[config.mk]
export PLATFORM = sky130hd
export DESIGN_NAME = irs_event_dma_arbiter
export DESIGN_NICKNAME = d
export VERILOG_FILES = /design/src/rtl/irs_event_dma_arbiter_pkg.sv /design/src/rtl/irs_event_dma_arbiter_next_daughter.sv /design/src/rtl/irs_event_dma_arbiter.sv
export SDC_FILE = /design/constraint.sdc
export NUM_CORES = 1
export LEC_CHECK = 0
export BUFFER_PORTS_ARGS = -buffer_cell sky130_fd_sc_hd__buf_2
export CORE_ASPECT_RATIO = 0.5
export CORE_UTILIZATION = 59
export DETAILED_ROUTE_END_ITERATION = 10
export PLACE_DENSITY = 0.86
export REMOVE_ABC_BUFFERS = 1
export SYNTH_ARGS = -nofsm -noshare
export SYNTH_HDL_FRONTEND = slang
export SYNTH_HIERARCHICAL = 1
export SYNTH_SLANG_ARGS = --single-unit
export TNS_END_PERCENT = 100
[constraint.sdc]
create_clock -name clk_i -period 4.55 [get_ports clk_i]
set_input_delay 0.6825 -clock clk_i [delete_from_list [all_inputs] [get_ports clk_i]]
set_output_delay 0.6825 -clock clk_i [all_outputs]
set_load 0.02 [all_outputs]
[src/rtl/irs_event_dma_arbiter_pkg.sv]
// Shared types and word formatters for the IRS event-FIFO readout arbiter.
package irs_event_dma_arbiter_pkg;

    localparam int unsigned DATA_W = 16;
    localparam int unsigned WCNT_W = 12;
    localparam int unsigned IDLE_W = 12;

    localparam logic [3:0] HDR_MARK = 4'hD;

    typedef enum logic [2:0] {
        S_IDLE,
        S_NEXT,
        S_HDR,
        S_XFER,
        S_TRL,
        S_DONE
    } state_e;

    function automatic logic [DATA_W-1:0] hdr_word(input logic [1:0] addr);
        return {HDR_MARK, 2'b00, addr, 8'h00};
    endfunction

    // Trailer carries the abort flag in the MSB and the saturated word count below.
    function automatic logic [DATA_W-1:0] trl_word(input logic abort, input logic [WCNT_W-1:0] wcnt);
        return {abort, 3'b000, wcnt};
    endfunction

endpackage

[src/rtl/irs_event_dma_arbiter_next_daughter.sv]
// Lowest-set-bit finder: picks the next daughter still pending in the event mask.
module irs_event_dma_arbiter_next_daughter #(
    parameter int unsigned N     = 4,
    parameter int unsigned IDX_W = 2
) (
    input  logic [N-1:0]     mask_i,
    output logic [IDX_W-1:0] idx_o,
    output logic             none_left_o
);

    // Scan high to low so the lowest set bit is the last one written.
    always_comb begin
        idx_o       = '0;
        none_left_o = 1'b1;
        for (int i = int'(N) - 1; i >= 0; i--) begin
            if (mask_i[i]) begin
                idx_o       = IDX_W'(i);
                none_left_o = 1'b0;
            end
        end
    end

endmodule

[src/rtl/irs_event_dma_arbiter.sv]
// Sequences per-event readout of the IRS daughter buffers into the event FIFO,
// framing each daughter's data with a header and a word-count trailer.
module irs_event_dma_arbiter
    import irs_event_dma_arbiter_pkg::*;
#(
    parameter int unsigned NUM_DAUGHTERS = 4,
    parameter int unsigned MAX_DAUGHTERS = 4,
    parameter int unsigned NMXD_BITS     = 2,
    parameter int unsigned SPACE_MARGIN  = 4,
    parameter int unsigned TIMEOUT       = 4095
) (
    input  logic                     clk_i,
    input  logic                     rst_n_i,
    input  logic                     go_i,
    input  logic [MAX_DAUGHTERS-1:0] mask_i,
    input  logic [MAX_DAUGHTERS-1:0] irs_busy_i,
    output logic [NMXD_BITS-1:0]     irs_addr_o,
    input  logic [DATA_W-1:0]        irs_dat_i,
    input  logic                     irs_valid_i,
    input  logic                     irs_empty_i,
    output logic                     irs_read_o,
    input  logic [DATA_W-1:0]        event_space_i,
    output logic [DATA_W-1:0]        event_dat_o,
    output logic                     event_wr_o,
    output logic                     active_o,
    output logic                     done_o,
    output logic [1:0]               err_o
);

    state_e                   state_q, state_d;
    logic [MAX_DAUGHTERS-1:0] mask_q, mask_d, impl_mask;
    logic [NMXD_BITS-1:0]     addr_q, addr_d, nxt_idx;
    logic                     in_flight_q, in_flight_d;
    logic [WCNT_W-1:0]        wcnt_q, wcnt_d;
    logic [IDLE_W-1:0]        idle_q, idle_d;
    logic                     abort_q, abort_d;
    logic [1:0]               err_q, err_d;
    logic                     active_q, active_d;
    logic                     done_q, done_d;
    logic [DATA_W-1:0]        ev_dat_q, ev_dat_d;
    logic                     ev_wr_q, ev_wr_d;
    logic                     none_left, space_ok, margin_ok, busy_sel;

    irs_event_dma_arbiter_next_daughter #(
        .N     (MAX_DAUGHTERS),
        .IDX_W (NMXD_BITS)
    ) u_next (
        .mask_i      (mask_q),
        .idx_o       (nxt_idx),
        .none_left_o (none_left)
    );

    // Daughters at or above NUM_DAUGHTERS are not populated and never visited.
    always_comb begin
        impl_mask = '0;
        for (int i = 0; i < int'(MAX_DAUGHTERS); i++) begin
            impl_mask[i] = 1'(i < int'(NUM_DAUGHTERS));
        end
    end

    assign space_ok  = (event_space_i != '0);
    assign margin_ok = (event_space_i >= DATA_W'(SPACE_MARGIN));
    assign busy_sel  = irs_busy_i[addr_q];

    always_comb begin
        state_d     = state_q;
        mask_d      = mask_q;
        addr_d      = addr_q;
        in_flight_d = in_flight_q;
        wcnt_d      = wcnt_q;
        idle_d      = idle_q;
        abort_d     = abort_q;
        err_d       = err_q;
        active_d    = active_q;
        done_d      = 1'b0;
        ev_dat_d    = ev_dat_q;
        ev_wr_d     = 1'b0;
        irs_read_o  = 1'b0;

        case (state_q)
            S_IDLE: begin
                if (go_i) begin
                    mask_d   = mask_i & impl_mask;
                    err_d    = '0;
                    active_d = 1'b1;
                    state_d  = S_NEXT;
                end
            end
            S_NEXT: begin
                if (none_left) begin
                    done_d   = 1'b1;
                    active_d = 1'b0;
                    state_d  = S_DONE;
                end else begin
                    addr_d  = nxt_idx;
                    state_d = S_HDR;
                end
            end
            S_HDR: begin
                if (space_ok) begin
                    ev_wr_d     = 1'b1;
                    ev_dat_d    = hdr_word(2'(addr_q));
                    idle_d      = '0;
                    in_flight_d = 1'b0;
                    state_d     = S_XFER;
                end
            end
            S_XFER: begin
                // One read outstanding at a time; the margin guarantees room for its data.
                irs_read_o = !irs_empty_i && margin_ok && !in_flight_q;
                if (irs_valid_i) begin
                    in_flight_d = 1'b0;
                    ev_wr_d     = 1'b1;
                    ev_dat_d    = irs_dat_i;
                    wcnt_d      = (wcnt_q == '1) ? wcnt_q : wcnt_q + WCNT_W'(1);
                    idle_d      = '0;
                end else begin
                    idle_d = idle_q + IDLE_W'(1);
                end
                if (irs_read_o) begin
                    in_flight_d = 1'b1;
                end
                if (!busy_sel && irs_empty_i && !in_flight_q) begin
                    state_d = S_TRL;
                end else if (!irs_valid_i && idle_q == IDLE_W'(TIMEOUT - 1)) begin
                    err_d[0]    = 1'b1;
                    abort_d     = 1'b1;
                    in_flight_d = 1'b0;
                    state_d     = S_TRL;
                end
            end
            S_TRL: begin
                if (space_ok) begin
                    ev_wr_d        = 1'b1;
                    ev_dat_d       = trl_word(abort_q, wcnt_q);
                    mask_d[addr_q] = 1'b0;
                    wcnt_d         = '0;
                    abort_d        = 1'b0;
                    state_d        = S_NEXT;
                end
            end
            S_DONE: begin
                state_d = S_IDLE;
            end
            default: begin
                state_d = S_IDLE;
            end
        endcase

        if (go_i && state_q != S_IDLE) begin
            err_d[1] = 1'b1;
        end
    end

    always_ff @(posedge clk_i or negedge rst_n_i) begin
        if (!rst_n_i) begin
            state_q     <= S_IDLE;
            mask_q      <= '0;
            addr_q      <= '0;
            in_flight_q <= 1'b0;
            wcnt_q      <= '0;
            idle_q      <= '0;
            abort_q     <= 1'b0;
            err_q       <= '0;
            active_q    <= 1'b0;
            done_q      <= 1'b0;
            ev_dat_q    <= '0;
            ev_wr_q     <= 1'b0;
        end else begin
            state_q     <= state_d;
            mask_q      <= mask_d;
            addr_q      <= addr_d;
            in_flight_q <= in_flight_d;
            wcnt_q      <= wcnt_d;
            idle_q      <= idle_d;
            abort_q     <= abort_d;
            err_q       <= err_d;
            active_q    <= active_d;
            done_q      <= done_d;
            ev_dat_q    <= ev_dat_d;
            ev_wr_q     <= ev_wr_d;
        end
    end

    assign irs_addr_o  = addr_q;
    assign event_dat_o = ev_dat_q;
    assign event_wr_o  = ev_wr_q;
    assign active_o    = active_q;
    assign done_o      = done_q;
    assign err_o       = err_q;

endmodule
# Word level (Yosys, flattened, before mapping)
# Cells that the tools add are included.
[word_totals]
ff_bits = 56
input_bits = 45
out_inout_bits = 24
elab_cells = 123
[classes]
bitwise_logic = 3
n_lt_le_gt_ge = 3
n_reduce_logical = 33
eq_ne = 15
addsub = 2
mux = 54
[op_table]
columns = ["operator", "count"]
rows = [
  ["12-bit 2-to-1 mux", 4],
  ["16-bit 2-to-1 mux", 3],
  ["12-bit case mux with 2 select lines", 2],
  ["16-bit case mux with 3 select lines", 1],
  ["12-bit by 1-bit adder with 12-bit output (second input constant)", 2],
  ["12-bit equality test (second input constant)", 2],
  ["1-bit 2-to-1 mux", 22],
  ["4-bit AND reduction", 5],
  ["3-bit 2-to-1 mux", 6],
  ["16-bit by 3-bit greater-or-equal comparator with 1-bit output (second input constant)", 1],
  ["2-bit != test (second input constant)", 8],
  ["16-bit nonzero test", 1],
  ["3-bit case mux with 5 select lines", 1],
  ["2-bit nonzero test", 7],
  ["2-bit 2-to-1 mux", 5],
  ["1-bit case mux with 2 select lines", 5],
  ["4-bit 2-to-1 mux", 2],
  ["4-bit case mux with 2 select lines", 1],
  ["1-bit logical AND", 7],
  ["3-bit by 2-bit equality test with 1-bit output (second input constant)", 2],
  ["2-bit AND reduction", 3],
  ["3-bit AND reduction", 2],
  ["3-bit nonzero test", 2],
  ["4-bit bitwise AND", 1],
  ["other kinds (12)", 15],
]

# Longest topological paths before layout
# Gate-level depths: netlist of run 1.
[logic_depth]
word_depth = 8
ltp_mapped = 6
mapped_depth_nobuf = 6

# Hierarchy
# The synthesis of run 1 kept the hierarchy.
[modules_own_cells]
columns = ["module", "instances", "seq_area_each_um2", "cells_each", "area_per_inst_um2"]
rows = [
  ["irs_event_dma_arbiter", 1, 1401.3, 309, 3116.7],
  ["irs_event_dma_arbiter_next_daughter", 1, 0.0, 6, 36.3],
]

# Worst setup path after synthesis of run 1
# OpenSTA, ideal clock, no wires.
[synth_path]
path_kind = "input port to output port"
startpoint = "input port event_space_i[7]"
endpoint = "output port irs_read_o"
t_required_ps = 3868
setup_slack_ps = 1757
path_stages = 3
n_path_buf = 0
arrival_ps = 2110
path_cell_list = "or4_1 -> nor3_1 -> a2111oi_0"
[synth_between]
elab_chain_cells = 4
[synth_lines]
columns = ["item", "line_no", "rtl"]
rows = [
  ["start, declared", "irs_event_dma_arbiter.sv:22", "input logic [DATA_W-1:0] event_space_i,"],
  ["16-bit by 3-bit greater-or-equal comparator with 1-bit output", "irs_event_dma_arbiter.sv:62", "assign margin_ok = (event_space_i >= DATA_W'(SPACE_MARGIN));"],
  ["1-bit logical AND (2 in a row)", "irs_event_dma_arbiter.sv:110", "irs_read_o = !irs_empty_i && margin_ok && !in_flight_q;"],
  ["1-bit 2-to-1 mux", "irs_event_dma_arbiter.sv:80", "case (state_q)"],
  ["end, declared", "irs_event_dma_arbiter.sv:21", "output logic irs_read_o,"],
]
# No other way between the ends.

# Worst setup path after layout of run 1
[layout_path]
startpoint = "register state_q[1]"
endpoint = "output port irs_read_o"
[layout_between]
elab_chain_cells = 2
[layout_lines]
columns = ["item", "line_no", "rtl"]
rows = [
  ["start, declared", "irs_event_dma_arbiter.sv:30", "state_e state_q, state_d;"],
  ["start signal, assigned", "irs_event_dma_arbiter.sv:170", "state_q <= state_d;"],
  ["3-bit by 2-bit equality test with 1-bit output", "irs_event_dma_arbiter.sv:80", ""],
  ["1-bit 2-to-1 mux", "irs_event_dma_arbiter.sv:80", ""],
]
# No other way between the ends.

==> impl_metrics.xml, run 1 <==
<?xml version="1.0" encoding="UTF-8"?>
<metrics>
  <group name="status">
    <metric name="outcome" unit="">complete, no violations</metric>
  </group>
  <group name="final_layout">
    <metric name="fillerInstances" unit="">377</metric>
    <metric name="final_net_count" unit="">424</metric>
    <metric name="insertedDiodeCount" unit="">0</metric>
    <metric name="mostFrequentLayoutCell" unit="">buf_2</metric>
    <metric name="synthToLayoutAreaGrowth" unit="%">15.79</metric>
    <metric name="post-route-util" unit="%">72.70</metric>
    <metric name="multi_input_area" unit="mm^2">0.001635</metric>
    <metric name="number_of_standard_cells_in_the_layout_taps_in_and_fillers_out" unit="">447</metric>
    <metric name="register_area" unit="mm^2">0.001401</metric>
    <metric name="most-common-layout-cells" unit="">buf_2 (68), dfrtp_1 (56), nand2_1 (21)</metric>
    <metric name="drive_above_1_share" unit="%">27.06</metric>
  </group>
  <group name="floorplan">
    <metric name="placeableCoreArea" unit="mm^2">0.005022</metric>
    <metric name="top_level_ports" unit="">69</metric>
    <metric name="die_x" unit="um">105.4</metric>
    <metric name="height_of_the_chip" unit="um">53.69</metric>
    <metric name="rows" unit="">18</metric>
    <metric name="start_util" unit="%">62.78</metric>
    <metric name="die_area" unit="mm^2">0.005658</metric>
  </group>
  <group name="logic_synthesis">
    <metric name="synth_compound_gate_area_share" unit="%">25.00</metric>
    <metric name="postSynth.topFlopCell" unit="">dfrtp_1</metric>
    <metric name="syn-instance-count" unit="">315</metric>
    <metric name="synth_top_family_by_area" unit="">compound AO/OA/AOI/OAI gates</metric>
    <metric name="synth-simple-area-share" unit="%">21.90</metric>
    <metric name="synth_area" unit="mm^2">0.003153</metric>
    <metric name="synth_async_sr_flop_share" unit="%">100.0</metric>
    <metric name="synth-warning-count" unit="">6</metric>
    <metric name="synth_enable_flop_cells" unit="">0</metric>
    <metric name="post_synth_fa_ha_maj_area_fraction" unit="%">1.190</metric>
    <metric name="synth.distinct_cells" unit="">57</metric>
    <metric name="yosys_register_bits" unit="">56</metric>
    <metric name="share_of_synthesized_area_spent_on_multiplexers" unit="%">3.333</metric>
    <metric name="synth-seq-area-share" unit="%">44.44</metric>
    <metric name="synth_area_per_cell" unit="um^2">10.01</metric>
    <metric name="yosys.area_share.xor_xnor" unit="%">0.2778</metric>
  </group>
  <group name="global_routing">
    <metric name="antenna_found_initial" unit="">0</metric>
    <metric name="grt.overflow.total" unit="">0</metric>
    <metric name="grt_start_max_net_pins" unit="">57</metric>
    <metric name="grt_pass1_wl" unit="um">12470</metric>
    <metric name="grt_pass1_vias" unit="">2724</metric>
    <metric name="grt_util_all_layers" unit="%">28.70</metric>
  </group>
  <group name="worst_setup_path">
    <metric name="setup_crit_end_kind" unit="">primary output</metric>
    <metric name="critical_path.reg2reg.endpoint" unit="">event_dat_o[8]$_DFFE_PN0P_</metric>
    <metric name="r2r_slack" unit="ps">2190</metric>
    <metric name="critPathArrivalTime" unit="ps">2140</metric>
    <metric name="depth_of_the_most_critical_reg_to_reg_path" unit="">4</metric>
    <metric name="crit_required" unit="ps">3870</metric>
    <metric name="timing.rr.start" unit="">state_q[1]$_DFFE_PN0P_</metric>
    <metric name="critical_path_class" unit="">register to primary output</metric>
    <metric name="worst-path-max-fanout" unit="">15</metric>
    <metric name="worstSetupStartpointType" unit="">register</metric>
  </group>
  <group name="power_and_ir_drop">
    <metric name="vdd_ir_drop_max" unit="uV">227.6</metric>
    <metric name="power_per_cell_area" unit="mW/mm^2">515.3</metric>
    <metric name="power.static_leakage" unit="nW">1.597</metric>
    <metric name="finalPower" unit="mW">1.881</metric>
  </group>
  <group name="placement">
    <metric name="place.gp.congestion" unit="">0.9008</metric>
    <metric name="dp_hpwl" unit="um">5457</metric>
    <metric name="portBuffers" unit="">68</metric>
    <metric name="place.detailed.instances" unit="">439</metric>
  </group>
  <group name="clock_network">
    <metric name="cts_buffers" unit="">5</metric>
    <metric name="path_clk_slew" unit="ps">100</metric>
    <metric name="post_cts.resized_instances" unit="">0</metric>
    <metric name="htree_levels" unit="">2</metric>
    <metric name="cts-root-buf" unit="">clkbuf_8</metric>
    <metric name="cts_setup_buffers" unit="">0</metric>
    <metric name="clk_path_buf_depth" unit="">2</metric>
    <metric name="cts_num_sinks" unit="">56</metric>
    <metric name="cts_tree" unit="">done</metric>
    <metric name="worstSkewPairLatency" unit="ps">320</metric>
    <metric name="holdBufCountCts" unit="">0</metric>
  </group>
  <group name="sta">
    <metric name="hold_viol" unit="">0</metric>
    <metric name="slew_viol_final" unit="">0</metric>
    <metric name="timing.clock.skew" unit="ps">8.214</metric>
    <metric name="fmax" unit="MHz">354.9</metric>
    <metric name="slew-limit-headroom" unit="%">44.12</metric>
    <metric name="worst_pin_slew" unit="ps">835.1</metric>
    <metric name="final-setup-viol-count" unit="">0</metric>
    <metric name="layout_worst_path_cycle_share" unit="%">61.93</metric>
    <metric name="period_needed" unit="ps">2818</metric>
    <metric name="fin_setup_tns" unit="ps">0</metric>
    <metric name="unrepaired_setup_endpoints_after_global_routing" unit="">false</metric>
  </group>
  <group name="hold_path">
    <metric name="timing.hold.worst.class" unit="">primary input to asynchronous set/reset pin</metric>
  </group>
  <group name="drt">
    <metric name="detail_route.wl_per_cell" unit="um">17.57</metric>
    <metric name="route.vias.total" unit="">2867</metric>
    <metric name="final_antenna_net_count" unit="">0</metric>
    <metric name="wl" unit="um">7855</metric>
    <metric name="drt-pass1-iter-count" unit="">5</metric>
    <metric name="routed_via_density" unit="">6.414</metric>
    <metric name="detail_route.drc_violations" unit="">0</metric>
    <metric name="drtIter0Drc" unit="">208</metric>
  </group>
  <group name="flow_run">
    <metric name="max-cap-violations" unit="">0</metric>
  </group>
</metrics>
## worst max-delay path: stages (launching register included)
cell	delay, ps
dfrtp_1	630
nand3b_1	390
a2111oi_0	530
buf_2	270
## metrics by stage
stage               setup slack, ps  hold WS, ps  area [um^2]
floorplan                      1558        386.9         3069
global placement               1609        465.3         3540
detailed placement             1531        468.3         3540
CTS                            1742        497.5         3651
global route                   1480        510.8         3651
finish                         1732        493.5         3651
## area by class of cell
| cell class | count | area share (%) |
|---|---|---|
| Timing Repair Buffer | 73 | 10.35 |
| Clock buffer | 5 | 1.885 |
| Tap cell | 70 | 2.399 |
| Clock inverter | 3 | 1.165 |
| Sequential cell | 56 | 38.38 |
| Inverter | 10 | 1.028 |
| Multi-Input combinational cell | 230 | 44.79 |
## power breakdown
part           total [mW]  leakage (nW)  internal, mW  switching (mW)
Sequential          0.781         0.740         0.620           0.161
Combinational       0.764         0.803         0.295           0.469
Clock               0.336        0.0541         0.163           0.172
Total                1.88          1.60          1.08           0.803
## cell families after synthesis
family,Yosys count
and+or+nand+nor,118
AOI/OAI and AO/OA,98
muxes,10
buffers and inverters,29
adders and majority gates,3
DFF,56
xor gates and xnor gates,1
## flip-flops by register name, summed over array words and instances (netlist names)
register,flops
done_o,1
err_o,2
mask_q,4
in_flight_q,1
event_wr_o,1
idle_q,12
irs_addr_o,2
abort_q,1
state_q,3
event_dat_o,16
active_o,1
wcnt_q,12
## layer usage
metal	global-route usage [%]	wire length [um]
met5	0	0
met4	8.920	132
met3	5.569	516
met2	53.40	3825
met1	35.02	3380
## how the worst max path moves through the flow
stage / start / end / slack (ps) / depth (start not counted)
3_5_place_dp: event_space_i[13] / event_dat_o[9]$_DFFE_PN0P_ / 1530 / 5
5_1_grt: state_q[1]$_DFFE_PN0P_ / irs_read_o / 1480 / 3
2_1_floorplan: state_q[1]$_DFFE_PN0P_ / wcnt_q[9]$_DFFE_PN0P_ / 1560 / 4
4_1_cts: state_q[1]$_DFFE_PN0P_ / irs_read_o / 1740 / 3
6_report: state_q[1]$_DFFE_PN0P_ / irs_read_o / 1730 / 3
3_3_place_gp: event_space_i[13] / event_dat_o[8]$_DFFE_PN0P_ / 1610 / 5
## Yosys cell counts, types with 2 or more instances
| cell type | n | area [um^2] |
|---|---|---|
| a211o_1 | 2 | 17.52 |
| a21oi_1 | 15 | 75.07 |
| a221o_1 | 2 | 20.02 |
| a22o_1 | 2 | 17.52 |
| a22oi_1 | 13 | 97.59 |
| a2bb2oi_1 | 2 | 17.52 |
| a31oi_1 | 5 | 31.28 |
| a31oi_4 | 6 | 127.6 |
| a32oi_1 | 3 | 26.28 |
| and2_1 | 2 | 12.51 |
| and3_1 | 3 | 18.77 |
| and3b_1 | 2 | 17.52 |
| and4_1 | 3 | 26.28 |
| clkbuf_1 | 16 | 60.06 |
| dfrtp_1 | 56 | 1401 |
| ha_1 | 3 | 37.54 |
| inv_1 | 10 | 37.54 |
| mux2_2 | 4 | 45.04 |
| mux2i_1 | 6 | 60.06 |
| nand2_1 | 21 | 78.83 |
| nand2b_1 | 11 | 68.82 |
| nand3_1 | 13 | 65.06 |
| nand3b_1 | 4 | 30.03 |
| nand4_1 | 5 | 31.28 |
| nor2_1 | 18 | 67.56 |
| nor3_1 | 8 | 40.04 |
| nor3b_1 | 3 | 22.52 |
| nor4_1 | 5 | 31.28 |
| nor4_2 | 2 | 25.02 |
| o211ai_1 | 3 | 22.52 |
| o21ai_0 | 11 | 55.05 |
| o22ai_1 | 3 | 18.77 |
| o2bb2ai_1 | 11 | 96.34 |
| o31ai_1 | 8 | 60.06 |
| or3b_2 | 2 | 17.52 |
| or4_1 | 10 | 75.07 |
| or4_4 | 2 | 22.52 |
Power figures use the tool's default switching activity.
==> inputs of run 2 (changes only) <==
--- a/config.mk
+++ b/config.mk
@@ -5,11 +5,12 @@
 export SDC_FILE = /design/constraint.sdc
 export NUM_CORES = 1
 export LEC_CHECK = 0
+export ABC_AREA = 1
 export BUFFER_PORTS_ARGS = -buffer_cell sky130_fd_sc_hd__buf_2
 export CORE_ASPECT_RATIO = 0.5
-export CORE_UTILIZATION = 59
+export CORE_UTILIZATION = 50
 export DETAILED_ROUTE_END_ITERATION = 10
-export PLACE_DENSITY = 0.86
+export PLACE_DENSITY = 0.77
 export REMOVE_ABC_BUFFERS = 1
 export SYNTH_ARGS = -nofsm -noshare
 export SYNTH_HDL_FRONTEND = slang
==> constraint.sdc (replaced) <==
create_clock -name clk_i -period 2.4 [get_ports clk_i]
set_input_delay 0.36 -clock clk_i [delete_from_list [all_inputs] [get_ports clk_i]]
set_output_delay 0.36 -clock clk_i [all_outputs]
set_load 0.02 [all_outputs]
==> run 2 against run 1 <==
Cell area increased by 6.6%; via count grew 9.5%; combinational power is 130% higher; first-iteration DRC count up 4.3%; wire length fell by 0.66%; hold slack got worse by 430 ps; global-route usage down 4.4 points; critical path depth up 3; critical path type unchanged; largest power group is now combinational cells; highest routed layer unchanged.
==> impl_metrics.xml, run 2 <==
<?xml version="1.0" encoding="UTF-8"?>
<metrics>
  <group name="sta">
    <metric name="final.setup.worst_slack" unit="ps">582.9</metric>
    <metric name="period_needed" unit="ps">1817</metric>
    <metric name="slew_viol_final" unit="">0</metric>
    <metric name="fmax" unit="MHz">550.3</metric>
    <metric name="timing.clock.skew" unit="ps">10.61</metric>
    <metric name="fin_setup_tns" unit="ps">0</metric>
    <metric name="final-setup-viol-count" unit="">0</metric>
    <metric name="slew-limit-headroom" unit="%">74.89</metric>
    <metric name="hold_viol" unit="">0</metric>
    <metric name="layout_worst_path_cycle_share" unit="%">75.71</metric>
    <metric name="worst_pin_slew" unit="ps">376.6</metric>
    <metric name="unrepaired_setup_endpoints_after_global_routing" unit="">false</metric>
  </group>
  <group name="clock_network">
    <metric name="htree_levels" unit="">2</metric>
    <metric name="cts_tree" unit="">done</metric>
    <metric name="path_clk_slew" unit="ps">70</metric>
    <metric name="clk_path_buf_depth" unit="">2</metric>
    <metric name="cts-root-buf" unit="">clkbuf_16</metric>
    <metric name="cts_setup_buffers" unit="">0</metric>
    <metric name="cts_buffers" unit="">5</metric>
    <metric name="worstSkewPairLatency" unit="ps">300</metric>
    <metric name="post_cts.resized_instances" unit="">0</metric>
    <metric name="holdBufCountCts" unit="">0</metric>
    <metric name="cts_num_sinks" unit="">56</metric>
  </group>
  <group name="worst_setup_path">
    <metric name="path_delay_family" unit="">flip-flops</metric>
    <metric name="critPathArrivalTime" unit="ps">1460</metric>
    <metric name="setup_crit_end_kind" unit="">primary output</metric>
    <metric name="critical_path_class" unit="">register to primary output</metric>
    <metric name="crit_slowest_cell" unit="">dfrtp_1</metric>
    <metric name="crit_required" unit="ps">2040</metric>
    <metric name="critical-path-max-stage-delay" unit="ps">400</metric>
    <metric name="worst-path-max-fanout" unit="">10</metric>
    <metric name="worstSetupStartpointType" unit="">register</metric>
    <metric name="worstPathCellList" unit="">inv_1, nand2_2, inv_1, nand2_2, nor2_1, buf_2</metric>
    <metric name="critical_path_buf_inv_count" unit="">3</metric>
  </group>
  <group name="drt">
    <metric name="route.vias.total" unit="">3140</metric>
    <metric name="final_antenna_net_count" unit="">0</metric>
    <metric name="routed_via_density" unit="">5.056</metric>
    <metric name="detail_route.drc_violations" unit="">0</metric>
    <metric name="wl" unit="um">7803</metric>
    <metric name="drtIter0Drc" unit="">217</metric>
    <metric name="m1WireLength" unit="um">3637</metric>
    <metric name="drt-pass1-iter-count" unit="">5</metric>
    <metric name="detail_route.wl_per_cell" unit="um">12.57</metric>
    <metric name="met2RoutedLength" unit="um">3633</metric>
    <metric name="route.top_layer_used" unit="">met4</metric>
    <metric name="routed-wl-met3" unit="um">455</metric>
  </group>
  <group name="power_and_ir_drop">
    <metric name="switching_power" unit="mW">1.761</metric>
    <metric name="clockPowerShare" unit="%">20.3</metric>
    <metric name="power.sequential.fraction" unit="%">35.9</metric>
    <metric name="vdd_ir_drop_max" unit="uV">359.1</metric>
    <metric name="p_sw_share" unit="%">43.64</metric>
    <metric name="power_report.internal_total" unit="mW">2.274</metric>
    <metric name="comb_power_share" unit="%">43.8</metric>
    <metric name="power_per_cell_area" unit="mW/mm^2">1037</metric>
    <metric name="power.static_leakage" unit="nW">2.045</metric>
  </group>
  <group name="floorplan">
    <metric name="start_util" unit="%">53.21</metric>
    <metric name="die_x" unit="um">117.2</metric>
    <metric name="placeableCoreArea" unit="mm^2">0.006231</metric>
    <metric name="die_area" unit="mm^2">0.006981</metric>
    <metric name="height_of_the_chip" unit="um">59.58</metric>
    <metric name="rows" unit="">20</metric>
    <metric name="top_level_ports" unit="">69</metric>
  </group>
  <group name="final_layout">
    <metric name="mostFrequentLayoutCell" unit="">nand2_1</metric>
    <metric name="number_of_standard_cells_in_the_layout_taps_in_and_fillers_out" unit="">621</metric>
    <metric name="multi_input_area" unit="mm^2">0.001677</metric>
    <metric name="synthToLayoutAreaGrowth" unit="%">17.36</metric>
    <metric name="max_ffs_per_register" unit="">16</metric>
    <metric name="fillerInstances" unit="">595</metric>
    <metric name="most-common-layout-cells" unit="">nand2_1 (167), buf_2 (68), dfrtp_1 (56)</metric>
    <metric name="register_area" unit="mm^2">0.001401</metric>
    <metric name="final_net_count" unit="">580</metric>
    <metric name="postLayoutCellArea" unit="mm^2">0.003891</metric>
    <metric name="drive_above_1_share" unit="%">18.95</metric>
    <metric name="post-route-util" unit="%">62.45</metric>
    <metric name="insertedDiodeCount" unit="">0</metric>
  </group>
  <group name="placement">
    <metric name="dp_hpwl" unit="um">5756</metric>
    <metric name="pre_cts_setup_slack" unit="ps">616.7</metric>
    <metric name="portBuffers" unit="">68</metric>
    <metric name="place.detailed.instances" unit="">613</metric>
    <metric name="placed_cell_area" unit="mm^2">0.003727</metric>
    <metric name="place.gp.congestion" unit="">0.9154</metric>
  </group>
  <group name="logic_synthesis">
    <metric name="synth_enable_flop_cells" unit="">0</metric>
    <metric name="yosys-top-cells-area" unit="">dfrtp_1 (42%), nand2_1 (19%), nand3_1 (8.0%)</metric>
    <metric name="synth_area_per_cell" unit="um^2">7.146</metric>
    <metric name="netlist_top_cells_count" unit="">nand2_1 (167), dfrtp_1 (56), nand3_1 (53)</metric>
    <metric name="syn-instance-count" unit="">464</metric>
    <metric name="synth.top_cell.area_share" unit="%">42.26</metric>
    <metric name="postSynth.topFlopCell" unit="">dfrtp_1</metric>
    <metric name="yosys_register_bits" unit="">56</metric>
    <metric name="synth.distinct_cells" unit="">31</metric>
    <metric name="synth-warning-count" unit="">6</metric>
    <metric name="synth_area" unit="mm^2">0.003316</metric>
    <metric name="synth_most_common_cell" unit="">nand2_1</metric>
    <metric name="netlist.top_cell.by_area" unit="">dfrtp_1</metric>
    <metric name="synth-seq-area-share" unit="%">42.26</metric>
    <metric name="synth_async_sr_flop_share" unit="%">100.0</metric>
  </group>
  <group name="hold_path">
    <metric name="timing.hold.worst.class" unit="">primary input to asynchronous set/reset pin</metric>
  </group>
  <group name="global_routing">
    <metric name="antenna_found_initial" unit="">0</metric>
    <metric name="grt_start_max_net_pins" unit="">57</metric>
    <metric name="grt_pass1_vias" unit="">2765</metric>
    <metric name="grt_util_all_layers" unit="%">24.29</metric>
    <metric name="grt_pass1_wl" unit="um">12850</metric>
    <metric name="grt.overflow.total" unit="">0</metric>
  </group>
  <group name="flow_run">
    <metric name="max-cap-violations" unit="">0</metric>
  </group>
  <group name="status">
    <metric name="outcome" unit="">complete, no violations</metric>
  </group>
</metrics>
-- run 2: final timing paths --
kind / startpoint / to / slack, ps / depth (start not counted)
hold / removal: rst_n_i / idle_q[7]$_DFFE_PN0P_ / 60 / 2
setup reg to reg: wcnt_q[0]$_DFFE_PN0P_ / wcnt_q[2]$_DFFE_PN0P_ / 610 / 9
setup / recovery: state_q[2]$_DFFE_PN0P_ / irs_read_o / 580 / 6
hold reg to reg: err_o[0]$_DFFE_PN0P_ / err_o[0]$_DFFE_PN0P_ / 500 / 2
min in group clk_i: mask_i[0] / mask_q[0]$_DFFE_PN0P_ / 270 / 3
max in group asynchronous: rst_n_i / event_dat_o[3]$_DFFE_PN0P_ / 2090 / 2
-- run 2: power groups by stage --
| stage | registers, mW | logic (mW) | clock network, mW |
|---|---|---|---|
| final | 1.45 | 1.77 | 0.819 |
| after global placement | 1.46 | 1.75 | 0 |
| after floorplan | 1.63 | 1.05 | 0 |
| after global routing | 1.49 | 1.99 | 0.868 |
| after detailed placement | 1.47 | 1.77 | 0 |
| after CTS | 1.45 | 1.78 | 0.835 |
-- run 2: stage by stage --
stage / total power [mW] / hold slack [ps]
3_5_place_dp: 3.236 / 385.5
6_report: 4.035 / 58.72
5_1_grt: 4.349 / 86.73
4_1_cts: 4.060 / 73.38
2_1_floorplan: 2.673 / 64.41
3_3_place_gp: 3.205 / 383.1
-- run 2: routing by layer --
layer	up-vias	track usage [%]
met3	9	5.010
met1	1435	33.27
met2	82	40.08
met5	-	0
li1	1614	-
met4	0	5.425
-- run 2: cell families after synthesis --
kind of cell             Yosys count  synth area share [%]
AND/OR/NAND/NOR                  299                 39.89
flip-flops                        56                 42.26
buffers and inverters             53                 7.170
AO/OA/AOI/OAI                     48                 8.226
XOR/XNOR                           5                 1.321
adder cells (fa/ha/maj)            3                 1.132
-- run 2: worst register-to-register path: stages, from the launching register on --
cell and delay (ps):
dfrtp_1 460, ha_1 300, inv_1 120, nor2_4 60
nand2_2 90, nor2_4 50, nor2_4 160, nand3_2 240
nand2_1 130, nand2_1 60
-- run 2: area by class of cell --
class	instances	share of cell area, %
clock inverters	2	0.9003
clock buffers	6	3.312
well taps	88	2.830
flip-flops and latches	56	36.01
repair buffers	71	9.646
multi-input cells	355	43.09
inverters	43	4.212
==> inputs of run 3 (changes only) <==
--- a/config.mk
+++ b/config.mk
@@ -5,12 +5,12 @@
 export SDC_FILE = /design/constraint.sdc
 export NUM_CORES = 1
 export LEC_CHECK = 0
-export ABC_AREA = 1
+export ABC_AREA = 0
 export BUFFER_PORTS_ARGS = -buffer_cell sky130_fd_sc_hd__buf_2
 export CORE_ASPECT_RATIO = 0.5
-export CORE_UTILIZATION = 50
+export CORE_UTILIZATION = 49
 export DETAILED_ROUTE_END_ITERATION = 10
-export PLACE_DENSITY = 0.77
+export PLACE_DENSITY = 0.76
 export REMOVE_ABC_BUFFERS = 1
 export SYNTH_ARGS = -nofsm -noshare
 export SYNTH_HDL_FRONTEND = slang
==> constraint.sdc (replaced) <==
create_clock -name clk_i -period 1.55 [get_ports clk_i]
set_input_delay 0.2325 -clock clk_i [delete_from_list [all_inputs] [get_ports clk_i]]
set_output_delay 0.2325 -clock clk_i [all_outputs]
set_load 0.02 [all_outputs]
==> run 3 against run 2 <==
Hold slack better by 100 ps; worst setup slack lost 960 ps; the run now ends with negative setup slack left; cell area increased by 41%; critical endpoint is now wcnt_q[10]$_DFFE_PN0P_; flip-flop and latch count stayed put; global-route usage up 14 points; critical path depth unchanged.
==> impl_metrics.xml, run 3 (synthesized netlist as in run 1, its figures left out) <==
<?xml version="1.0" encoding="UTF-8"?>
<metrics>
  <group name="clock_network">
    <metric name="clk_path_buf_depth" unit="">2</metric>
    <metric name="path_clk_slew" unit="ps">80</metric>
    <metric name="htree_levels" unit="">2</metric>
    <metric name="worstSkewPairLatency" unit="ps">300</metric>
    <metric name="cts-root-buf" unit="">clkbuf_16</metric>
    <metric name="cts_num_sinks" unit="">56</metric>
    <metric name="cts_buffers" unit="">5</metric>
    <metric name="cts_tree" unit="">done</metric>
  </group>
  <group name="final_layout">
    <metric name="fillerInstances" unit="">217</metric>
    <metric name="insertedDiodeCount" unit="">0</metric>
    <metric name="final_net_count" unit="">548</metric>
    <metric name="mostFrequentLayoutCell" unit="">buf_4</metric>
    <metric name="drive_above_1_share" unit="%">61.48</metric>
    <metric name="max_ffs_per_register" unit="">16</metric>
    <metric name="most-common-layout-cells" unit="">buf_4 (89), buf_2 (65), dfrtp_1 (56)</metric>
    <metric name="number_of_standard_cells_in_the_layout_taps_in_and_fillers_out" unit="">589</metric>
    <metric name="synthToLayoutAreaGrowth" unit="%">74.33</metric>
  </group>
  <group name="status">
    <metric name="outcome" unit="">complete, but fails checks</metric>
    <metric name="violated_checks" unit="">negative setup slack</metric>
  </group>
  <group name="drt">
    <metric name="detail_route.wl_per_cell" unit="um">27.12</metric>
    <metric name="routed_via_density" unit="">7.078</metric>
    <metric name="drt-pass1-iter-count" unit="">5</metric>
    <metric name="detail_route.drc_violations" unit="">0</metric>
    <metric name="drtIter0Drc" unit="">596</metric>
    <metric name="wl" unit="um">15980</metric>
    <metric name="final_antenna_net_count" unit="">0</metric>
    <metric name="route.vias.total" unit="">4169</metric>
  </group>
  <group name="sta">
    <metric name="final-setup-viol-count" unit="">57</metric>
    <metric name="period_needed" unit="ps">1931</metric>
    <metric name="slew-limit-headroom" unit="%">59.73</metric>
    <metric name="fin_setup_tns" unit="ps">-11380</metric>
    <metric name="unrepaired_setup_endpoints_after_global_routing" unit="">true</metric>
    <metric name="slew_viol_final" unit="">0</metric>
    <metric name="hold_viol" unit="">0</metric>
    <metric name="timing.clock.skew" unit="ps">5.492</metric>
    <metric name="fmax" unit="MHz">517.8</metric>
    <metric name="final.setup.worst_slack" unit="ps">-381.1</metric>
    <metric name="worst_pin_slew" unit="ps">604.0</metric>
    <metric name="layout_worst_path_cycle_share" unit="%">124.6</metric>
  </group>
  <group name="power_and_ir_drop">
    <metric name="finalPower" unit="mW">8.588</metric>
    <metric name="vdd_ir_drop_max" unit="uV">993.4</metric>
    <metric name="power_per_cell_area" unit="mW/mm^2">1562</metric>
    <metric name="power.static_leakage" unit="nW">2.437</metric>
  </group>
  <group name="floorplan">
    <metric name="start_util" unit="%">51.43</metric>
    <metric name="top_level_ports" unit="">69</metric>
    <metric name="die_area" unit="mm^2">0.006779</metric>
    <metric name="height_of_the_chip" unit="um">58.72</metric>
    <metric name="die_x" unit="um">115.4</metric>
    <metric name="placeableCoreArea" unit="mm^2">0.006131</metric>
    <metric name="rows" unit="">20</metric>
  </group>
  <group name="worst_setup_path">
    <metric name="critical_path_buf_inv_count" unit="">2</metric>
    <metric name="worst-path-max-fanout" unit="">8</metric>
    <metric name="critPathMostFrequentCell" unit="">buf_6</metric>
    <metric name="critical_path_class" unit="">register to register</metric>
    <metric name="critPathArrivalTime" unit="ps">2160</metric>
    <metric name="worstSetupStartpointType" unit="">register</metric>
    <metric name="critical-path-max-stage-delay" unit="ps">480</metric>
    <metric name="worstPathCellList" unit="">buf_6, and4b_2, buf_6, nand4_1, or4_1, a21oi_2</metric>
    <metric name="path_delay_family" unit="">simple AND/OR/NAND/NOR gates</metric>
    <metric name="setup_crit_end_kind" unit="">register</metric>
    <metric name="crit_required" unit="ps">1780</metric>
    <metric name="crit_slowest_cell" unit="">or4_1</metric>
    <metric name="r2r_slack" unit="ps">-380</metric>
  </group>
  <group name="placement">
    <metric name="portBuffers" unit="">68</metric>
    <metric name="place.gp.congestion" unit="">0.9186</metric>
    <metric name="place.detailed.instances" unit="">545</metric>
    <metric name="dp_hpwl" unit="um">6638</metric>
  </group>
  <group name="flow_run">
    <metric name="max-cap-violations" unit="">0</metric>
  </group>
  <group name="global_routing">
    <metric name="grt_start_max_net_pins" unit="">22</metric>
    <metric name="grt_pass1_wl" unit="um">19160</metric>
    <metric name="grt_pass1_vias" unit="">3751</metric>
    <metric name="grt_util_all_layers" unit="%">38.02</metric>
    <metric name="grt.overflow.total" unit="">0</metric>
    <metric name="antenna_found_initial" unit="">0</metric>
  </group>
  <group name="hold_path">
    <metric name="timing.hold.worst.class" unit="">primary input to register</metric>
  </group>
</metrics>
run 3: final timing paths:
check,start,end,cells past startpoint
worst max-delay path,state_q[0]$_DFFE_PN0P_,wcnt_q[10]$_DFFE_PN0P_,6
worst min-delay path,mask_i[1],mask_q[1]$_DFFE_PN0P_,3
worst max register to register,state_q[0]$_DFFE_PN0P_,wcnt_q[10]$_DFFE_PN0P_,6
worst min register to register,event_dat_o[10]$_DFFE_PN0P_,event_dat_o[10]$_DFFE_PN0P_,1
max in group asynchronous,rst_n_i,event_dat_o[13]$_DFFE_PN0P_,3
min in group asynchronous,rst_n_i,event_dat_o[1]$_DFFE_PN0P_,2
run 3: layer usage:
layer | track usage [%] | wire [um] | vias up
met4 | 22.45 | 1089 | 0
met5 | 0 | 0 | -
met3 | 7.415 | 2009 | 136
met1 | 44.57 | 5679 | 1997
li1 | - | - | 1590
met2 | 66.47 | 7197 | 446
run 3: layout make-up:
type                            count  area [um^2]  share of cell area [%]
Multi-Input combinational cell    231         2258                   41.09
Timing Repair Buffer              196         1519                   27.63
Sequential cell                    56         1401                   25.50
Clock buffer                        5        125.1                   2.276
Tap cell                           88        110.1                   2.003
Clock inverter                      3        42.54                  0.7740
Inverter                           10        40.04                  0.7284
run 3: through the flow:
step           utilization, %  hold WS, ps  setup slack (ps)  instance area [um^2]
2_1_floorplan               -       -63.09             -1442                  3069
3_3_place_gp            69.49        227.2            -575.0                  4260
3_5_place_dp            69.49        248.7            -621.7                  4260
4_1_cts                 81.80        155.0            -228.8                  5015
5_1_grt                 89.65        167.5            -400.7                  5497
6_report                89.65        162.8            -381.1                  5497
run 3: worst reg2reg max path: cells and delay by family (launching register included):
family / cells / cell delay [ps]
AND/OR/NAND/NOR: 3 / 970
AO/OA/AOI/OAI: 1 / 180
flip-flops: 1 / 390
buffers and inverters: 2 / 320
run 3: power breakdown:
group | total, mW | leakage [nW] | internal [mW] | switching, mW
sequential | 2.24 | 0.740 | 1.82 | 0.412
clock | 1.35 | 0.0798 | 0.762 | 0.585
combinational | 5.00 | 1.62 | 2.26 | 2.74
total | 8.59 | 2.44 | 4.85 | 3.74
run 3: what timing repair did:
item | in CTS | in global routing
pin swaps | 35 | 26
buffers inserted | 23 | 14
hold buffers | 1 | 0
cloned | 2 | 1
gates resized for setup | 92 | 81
endpoints found under the hold margin | 17 | 0
setup endpoints to repair | 55 | 56
